===== src/rtl/serial_add_seq.sv =====
// serial_add_seq: bit-serial operand sequencer and result collector for an external 1-bit full_adder.
// Define SERIAL_ADD_OVF_EN to add the ovf_out signed-overflow output.
module serial_add_seq #(
  parameter int WIDTH = 8
) (
  input  logic             clk,
  input  logic             rst_n,
  input  logic             in_valid,
  output logic             in_ready,
  input  logic [WIDTH-1:0] op_a,
  input  logic [WIDTH-1:0] op_b,
  input  logic             cin_in,
  output logic             out_valid,
  input  logic             out_ready,
  output logic [WIDTH-1:0] sum_out,
  output logic             cout_out,
`ifdef SERIAL_ADD_OVF_EN
  output logic             ovf_out,
`endif
  output logic             fa_a,
  output logic             fa_b,
  output logic             fa_cin,
  input  logic             fa_sum,
  input  logic             fa_cout
);
  localparam int CW = (WIDTH > 1) ? $clog2(WIDTH) : 1;
  localparam logic [CW-1:0] LAST = CW'(WIDTH - 1);
  localparam logic [1:0] IDLE = 2'd0, RUN = 2'd1, DONE = 2'd2;
  logic [1:0]       state;
  logic [WIDTH-1:0] a_sh, b_sh;
  logic [CW-1:0]    cnt;
  logic             carry_q;
  logic             run;
  assign run       = state == RUN;
  assign in_ready  = state == IDLE;
  assign out_valid = state == DONE;
  assign fa_a      = run & a_sh[0];
  assign fa_b      = run & b_sh[0];
  assign fa_cin    = run & carry_q;
  // sum bits refill a_sh from the top, so after WIDTH shifts it holds the sum
  always_ff @(posedge clk or negedge rst_n) begin
    if (!rst_n) begin
      state    <= IDLE;
      a_sh     <= '0;
      b_sh     <= '0;
      cnt      <= '0;
      carry_q  <= 1'b0;
      sum_out  <= '0;
      cout_out <= 1'b0;
    end else begin
      case (state)
        IDLE: if (in_valid) begin
          a_sh    <= op_a;
          b_sh    <= op_b;
          carry_q <= cin_in;
          cnt     <= '0;
          state   <= RUN;
        end
        RUN: begin
          a_sh    <= {fa_sum, a_sh[WIDTH-1:1]};
          b_sh    <= b_sh >> 1;
          carry_q <= fa_cout;
          cnt     <= (cnt == LAST) ? '0 : cnt + 1'b1;
          if (cnt == LAST) begin
            sum_out  <= {fa_sum, a_sh[WIDTH-1:1]};
            cout_out <= fa_cout;
            state    <= DONE;
          end
        end
        DONE: if (out_ready) state <= IDLE;
        default: state <= IDLE;
      endcase
    end
  end
`ifdef SERIAL_ADD_OVF_EN
  always_ff @(posedge clk or negedge rst_n) begin
    if (!rst_n) ovf_out <= 1'b0;
    else if (run && cnt == LAST) ovf_out <= carry_q ^ fa_cout;
  end
`endif
endmodule


===== config.mk =====
export PLATFORM = sky130hd
export DESIGN_NAME = serial_add_seq
export DESIGN_NICKNAME = d
export VERILOG_FILES = /design/src/rtl/serial_add_seq.sv
export SDC_FILE = /design/constraint.sdc
export NUM_CORES = 1
export LEC_CHECK = 0
export CAP_MARGIN = 20
export CORE_MARGIN = 2
export CORE_UTILIZATION = 60
export DETAILED_ROUTE_END_ITERATION = 10
export DONT_BUFFER_PORTS = 1
export MAX_ROUTING_LAYER = met4
export PLACE_DENSITY = 0.76
export SYNTH_ARGS = -nofsm -noshare
export SYNTH_HDL_FRONTEND = slang
export SYNTH_SLANG_ARGS = --single-unit

===== constraint.sdc =====
create_clock -name clk -period 2.6 [get_ports clk]
set_clock_uncertainty 0.15 [all_clocks]
set_input_delay 0 -clock clk [delete_from_list [all_inputs] [get_ports clk]]
set_output_delay 0 -clock clk [all_outputs]
set_load 0.005 [all_outputs]

==> impl_metrics.py, run 1 <==
metrics = {
    "final_layout": {
        "final_area_sq_um": 1730,
        "nets": 180,
        "diodes": 0,
        "area_growth_pct": 21.3,
        "layout-drive-gt1-share_pct": 15.4,
        "finalNonFillerCells": 184,
    },
    "timing": {
        "fin_crit_sh_pct": 72.7,
        "setup_viol": 0,
        "timing.final.hold_violations": 0,
        "fmax_mhz": 529,
        "grt_setup_unrepaired": "no",
        "finalCriticalPeriod_ns": 1.89,
        "finalMaxSlewViolations": 0,
        "worst_pin_slew_ns": 0.708,
        "max-slew-margin-rel_pct": 52.8,
        "finalSetupTns_ns": 0,
    },
    "synthesis": {
        "yosys.area_share.simple_pct": 17.7,
        "mappedNetlistArea_sq_um": 1420,
        "yosys.cell_count.top_type": "dfrtp_1",
        "synth_cells": 133,
        "synth_seq_area_share_pct": 54.5,
        "syn_area_per_cell_sq_um": 10.7,
        "synth_top_family_by_area": "simple AND/OR/NAND/NOR gates",
        "synth-warning-count": 0,
        "synth_top_cell_by_area": "dfrtp_1",
        "synth_top_area_share_pct": 54.5,
        "yosys-top-cells-area": "dfrtp_1 55%, nor3_1 9.9%, mux2_2 7.1%",
        "synth_compound_area_share_pct": 14.0,
        "ys_types": 25,
        "ys_seq_elements": 31,
        "synth_edf_count": 0,
        "synthTopCellsByCount": "31 x dfrtp_1, 28 x nor3_1, 16 x o22ai_1",
        "synth_xor_area_share_pct": 0,
        "synth_ff_type": "dfrtp_1",
        "syn_nets": 158,
        "ys_async_sr_fraction_pct": 100,
        "synthAdderAreaFrac_pct": 1.76,
        "synth_mux_area_share_pct": 7.83,
    },
    "grt": {
        "grt_antenna_before_repair": 0,
        "grt_usage_pct": 28.4,
        "grt_max_degree": 32,
        "grt_first_pass_wirelength_mm": 5.28,
        "grt_overflow_total": 0,
        "grt_pass1_vias": 1141,
    },
    "route": {
        "detail_route.first_pass.iterations": 4,
        "route.detailed.drc": 0,
        "antenna_left": 0,
        "first_iter_violations": 24,
        "vias_per_cell": 6.21,
        "wl_per_cell_um": 17.3,
        "num_vias": 1143,
        "drt-total-wl_mm": 3.19,
    },
    "min_path": {
        "hp-class": "in2async",
    },
    "clocking": {
        "cts_buffer_depth": 2,
        "htreeDepth": 2,
        "cts_tree": "yes",
        "clock_latency_ns": 0.33,
        "clkTransAtPathRegs_ns": 0.10,
        "cts_buffers": 5,
        "cts-root-buf": "clkbuf_4",
        "cts.sinks": 31,
    },
    "worst_setup_path": {
        "end_kind": "register",
        "crit_slowest_cell": "dlygate4sd3_1",
        "critPathLaunch": "state[0]$_DFFE_PN0P_",
        "reg2reg_depth": 5,
        "crit_arrival_ns": 1.96,
        "rrSetupSlack_ns": 0.71,
        "path_cells": "buf_4 > nor2_1 > nand3_1 > dlygate4sd3_1 > nand2_1",
        "path_max_fanout": 25,
        "critPathRequiredTime_ns": 2.68,
        "r2r_start": "state[0]$_DFFE_PN0P_",
        "cpPeakStageDelay_ns": 0.55,
        "worstSetupStartpointType": "register",
        "path_class": "reg2reg",
        "rr_endpoint": "b_sh[7]$_DFFE_PN0P_",
        "crit_end": "b_sh[7]$_DFFE_PN0P_",
    },
    "die": {
        "initial_core_util_pct": 63.7,
        "die_h_um": 52.7,
        "dieArea_sq_um": 2780,
        "io-pin-count": 37,
        "core-area_sq_um": 2230,
        "num_rows": 17,
        "die_w_um": 52.7,
    },
    "place": {
        "dp.cells": 152,
        "gp_congestion": 0.699,
        "io_buffers": 0,
        "place_area_sq_um": 1410,
        "post-dp-hpwl_mm": 1.94,
    },
    "run_status": {
        "outcome": "complete, no violations",
    },
    "flow_run": {
        "cap_violations": 0,
    },
    "power_and_ir_drop": {
        "total_power_mw": 1.83,
        "power.density_nw_per_um2": 1060,
        "p_leak_nw": 0.709,
        "ir_drop_mv": 0.939,
    },
}
-- worst min path at each step --
| stage | startpoint | endpoint | slack, ns | depth (start not counted) |
|---|---|---|---|---|
| after CTS | rst_n | cnt[0]$_DFFE_PN0P_ | 0.04 | 3 |
| after detailed placement | rst_n | b_sh[5]$_DFFE_PN0P_ | -0.44 | 0 |
| after floorplan | rst_n | a_sh[0]$_DFFE_PN0P_ | -0.45 | 0 |
| final | rst_n | sum_out[0]$_DFFE_PN0P_ | 0.06 | 3 |
| after global routing | rst_n | b_sh[4]$_DFFE_PN0P_ | 0.05 | 3 |
| after global placement | rst_n | b_sh[6]$_DFFE_PN0P_ | -0.44 | 0 |
-- critical path: cells and delay by family, from the launching register on --
kind          cells  cell delay, ns
buf+inv           2            0.88
flops             1            0.52
simple gates      3            0.25
-- flip-flops by register name, summed over array words and instances (netlist names) --
register  flops
sum_out       8
b_sh          8
cout_out      1
carry_q       1
state         2
a_sh          8
cnt           3
-- placed cells by master (no fill, tap or decap) --
cell type | Yosys | layout
mux2i_1 | 1 | 1
nand2_4 | 1 | 1
mux2_2 | 9 | 9
nand2b_1 | 2 | 2
o32ai_1 | 7 | 7
a21o_1 | 1 | 1
dlygate4sd3_1 | 0 | 22
o22ai_1 | 16 | 16
or2_2 | 1 | 1
o21ai_0 | 1 | 1
o31ai_1 | 1 | 1
and2b_2 | 1 | 1
nand3_1 | 1 | 1
clkinv_2 | 0 | 3
dfrtp_1 | 31 | 31
ha_1 | 2 | 2
and2_1 | 3 | 3
clkbuf_4 | 0 | 5
inv_2 | 1 | 1
buf_4 | 3 | 1
a22o_1 | 2 | 2
nor3_1 | 28 | 28
inv_1 | 1 | 1
nand2_1 | 2 | 2
nor2_1 | 11 | 11
buf_12 | 0 | 2
-- layout make-up --
type	count	area, sq um
Clock inverter	3	15.0
Clock buffer	5	37.5
Inverter	2	7.51
Timing Repair Buffer	25	268
Sequential cell	31	776
Fill cell	155	508
Multi-Input combinational cell	90	587
Tap cell	28	35.0
-- through the flow --
stage | utilization (%) | hold slack, ns | worst slack (ns)
2_1_floorplan | - | -0.446 | 1.09
5_1_grt | 77.3 | 0.0541 | 0.591
6_report | 77.3 | 0.0577 | 0.711
3_3_place_gp | 63.2 | -0.445 | 1.03
4_1_cts | 77.3 | 0.0440 | 0.706
3_5_place_dp | 63.2 | -0.445 | 0.979
-- report_power, final --
| part | switching [mW] | internal, mW |
|---|---|---|
| clock network | 0.165 | 0.100 |
| registers | 0.199 | 0.714 |
| logic | 0.340 | 0.314 |
| total | 0.705 | 1.13 |
-- layer usage --
metal  GRT usage [%]  vias up  part of all wire (%)
li1                -      541                     -
met1            34.2      555                    43
met3            9.14        5                   6.1
met2            45.4       42                    49
met4            8.97        0                   1.6
met5               -        -                     0
-- kinds of logic (layout without fill, tap and decap cells) --
family,after synthesis,after routing
flip-flops,31,31
multiplexers,10,10
buffers and inverters,12,35
AND/OR/NAND/NOR,50,50
AO/OA/AOI/OAI,28,28
adder cells (fa/ha/maj),2,2
-- repair_timing --
item | CTS | global route
hold buffers | 24 | 0
resized for setup | 0 | 0
buffers inserted | 0 | 0
hold endpoints to repair | 52 | 0
Note: power is estimated with default switching activity, not from simulation.
==> run 2, diff against run 1 <==
==> constraint.sdc (replaced) <==
create_clock -name clk -period 1.9 [get_ports clk]
set_clock_uncertainty 0.15 [all_clocks]
set_input_delay 0 -clock clk [delete_from_list [all_inputs] [get_ports clk]]
set_output_delay 0 -clock clk [all_outputs]
set_load 0.005 [all_outputs]
==> run 2 against run 1 <==
  * Flip-flop and latch count unchanged
  * Largest cell class unchanged
  * Sequential share of layout area increased by 0.073 points
  * Clock-buffer cell count increased by 1
  * Utilization unchanged
  * Design area unchanged
  * Worst setup slack got worse by 0.59 ns
  * Die area unchanged
  * Routed wire length decreased by 0.78%
  * Critical path type unchanged
  * Via count increased by 0.96%
  * Cell count decreased by 0.54%
  * Register-to-register slack got worse by 0.59 ns
==> impl_metrics.py, run 2 (synthesis gave the netlist of run 1 again) <==
metrics = {
    "worst_setup_path": {
        "crit_slowest_cell": "dlygate4sd3_1",
        "crit_cells": 5,
        "crit_buf_inv": 2,
        "rr_endpoint": "b_sh[7]$_DFFE_PN0P_",
        "path_class": "reg2reg",
        "path_max_fanout": 17,
        "crit_end": "b_sh[7]$_DFFE_PN0P_",
        "path_cells": "buf_4 > nor2_2 > nand3_1 > dlygate4sd3_1 > nand2_1",
        "cpPeakStageDelay_ns": 0.59,
        "crit_family": "buffers and inverters",
        "crit_arrival_ns": 1.89,
        "end_kind": "register",
        "critPathLaunch": "state[0]$_DFFE_PN0P_",
        "reg2reg_depth": 5,
        "worstSetupStartpointType": "register",
        "r2r_start": "state[0]$_DFFE_PN0P_",
        "rrSetupSlack_ns": 0.12,
        "critPathRequiredTime_ns": 2.01,
    },
    "route": {
        "num_vias": 1154,
        "route.detailed.drc": 0,
        "first_iter_violations": 22,
        "vias_per_cell": 6.31,
        "antenna_left": 0,
        "detail_route.first_pass.iterations": 4,
        "drt-total-wl_mm": 3.17,
        "wl_per_cell_um": 17.3,
    },
    "clocking": {
        "cts_tree": "yes",
        "cts_buffer_depth": 2,
        "htreeDepth": 2,
        "cts.sinks": 31,
        "cts-root-buf": "clkbuf_4",
        "cts_setup_buffers": 0,
        "clkTransAtPathRegs_ns": 0.09,
        "clock_latency_ns": 0.32,
        "cts_buffers": 5,
    },
    "timing": {
        "worst_pin_slew_ns": 0.695,
        "timing.final.hold_violations": 0,
        "setup_viol": 0,
        "finalCriticalPeriod_ns": 1.78,
        "worst_slack_ns": 0.117,
        "fin_crit_sh_pct": 93.8,
        "finalMaxSlewViolations": 0,
        "grt_setup_unrepaired": "no",
        "max-slew-margin-rel_pct": 53.7,
        "finalSetupTns_ns": 0,
        "fmax_mhz": 561,
    },
    "final_layout": {
        "area_growth_pct": 21.3,
        "final_area_sq_um": 1730,
        "layout_common_cells": "30 x dfrtp_1, 28 x nor3_1, 22 x dlygate4sd3_1",
        "final_common_cell": "dfrtp_1",
        "finalNonFillerCells": 183,
        "biggestRegsByFlops": "a_sh: 8 flops, b_sh: 8 flops, sum_out: 8 flops",
        "diodes": 0,
        "nets": 181,
        "layout-drive-gt1-share_pct": 15.5,
        "n_fill_cell": 144,
    },
    "grt": {
        "grt_usage_pct": 27.7,
        "grt_first_pass_wirelength_mm": 5.18,
        "grt_max_degree": 32,
        "grt_antenna_before_repair": 0,
        "grt_pass1_vias": 1131,
        "grt_overflow_total": 0,
    },
    "die": {
        "initial_core_util_pct": 63.7,
        "num_rows": 17,
        "core-area_sq_um": 2230,
        "io-pin-count": 37,
        "die_h_um": 52.7,
        "dieArea_sq_um": 2780,
        "die_w_um": 52.7,
    },
    "place": {
        "post-dp-hpwl_mm": 1.93,
        "dp.cells": 153,
        "place_area_sq_um": 1420,
        "dp_slack_ns": 0.285,
        "gp_congestion": 0.718,
        "io_buffers": 0,
    },
    "power_and_ir_drop": {
        "p_int_mw": 1.55,
        "seq_power_share_pct": 50.4,
        "power.density_nw_per_um2": 1440,
        "power.switching_mw": 0.941,
        "swShare_pct": 37.8,
        "clockPowerShare_pct": 13.1,
        "total_power_mw": 2.49,
        "p_comb_share_pct": 36.4,
        "ir_drop_mv": 1.04,
        "p_leak_nw": 0.702,
    },
    "flow_run": {
        "cap_violations": 0,
    },
    "min_path": {
        "hp-class": "in2async",
    },
    "run_status": {
        "outcome": "complete, no violations",
    },
}
## run 2: worst min-delay path by stage
stage,startpoint,to,cells after the start
after global routing,rst_n,a_sh[1]$_DFFE_PN0P_,3
after detailed placement,rst_n,b_sh[6]$_DFFE_PN0P_,0
final,rst_n,a_sh[1]$_DFFE_PN0P_,3
after CTS,rst_n,a_sh[0]$_DFFE_PN0P_,3
after global placement,rst_n,b_sh[6]$_DFFE_PN0P_,0
after floorplan,rst_n,a_sh[0]$_DFFE_PN0P_,0
## run 2: power by group through the flow
stage / Sequential [mW] / Clock [mW] / Combinational [mW]
after floorplan: 1.18 / 0 / 0.733
after global placement: 1.24 / 0 / 0.792
after detailed placement: 1.26 / 0 / 0.838
after CTS: 1.25 / 0.340 / 0.900
after global routing: 1.30 / 0.375 / 1.02
final: 1.26 / 0.327 / 0.908
## run 2: worst register-to-register path, stage by stage, from the launching register on
cell and delay (ns):
dfrtp_2 0.47, buf_4 0.22, nor2_2 0.16, nand3_1 0.08
dlygate4sd3_1 0.59, nand2_1 0.06
## run 2: cell type report
type / count / area (sq um) / area share (%)
clock buffers: 6 / 41.3 / 2.39
flip-flops and latches: 31 / 777 / 45.0
inverters: 2 / 7.51 / 0.435
well taps: 28 / 35.0 / 2.03
multi-input cells: 90 / 589 / 34.2
repair buffers: 26 / 275 / 16.0
## run 2: metal layers
metal	up-vias	share of wire (%)	wire length (um)	track usage, %
li1	540	-	-	-
met1	574	45	1430	32.9
met2	38	50	1570	44.0
met3	2	4.9	156	10.3
met4	0	0.25	8	8.55
met5	-	0	0	-
## run 2: what timing repair did
action	CTS	global route
hold buffers	24	0
endpoints found under the setup margin	0	1
hold endpoints to repair	52	0
gates resized for setup	0	2
## run 2: through the flow
step | hold slack (ns) | utilization (%)
6_report | 0.0548 | 77.3
5_1_grt | 0.0483 | 77.3
4_1_cts | 0.0480 | 77.1
3_5_place_dp | -0.445 | 63.6
3_3_place_gp | -0.445 | 63.6
2_1_floorplan | -0.446 | -
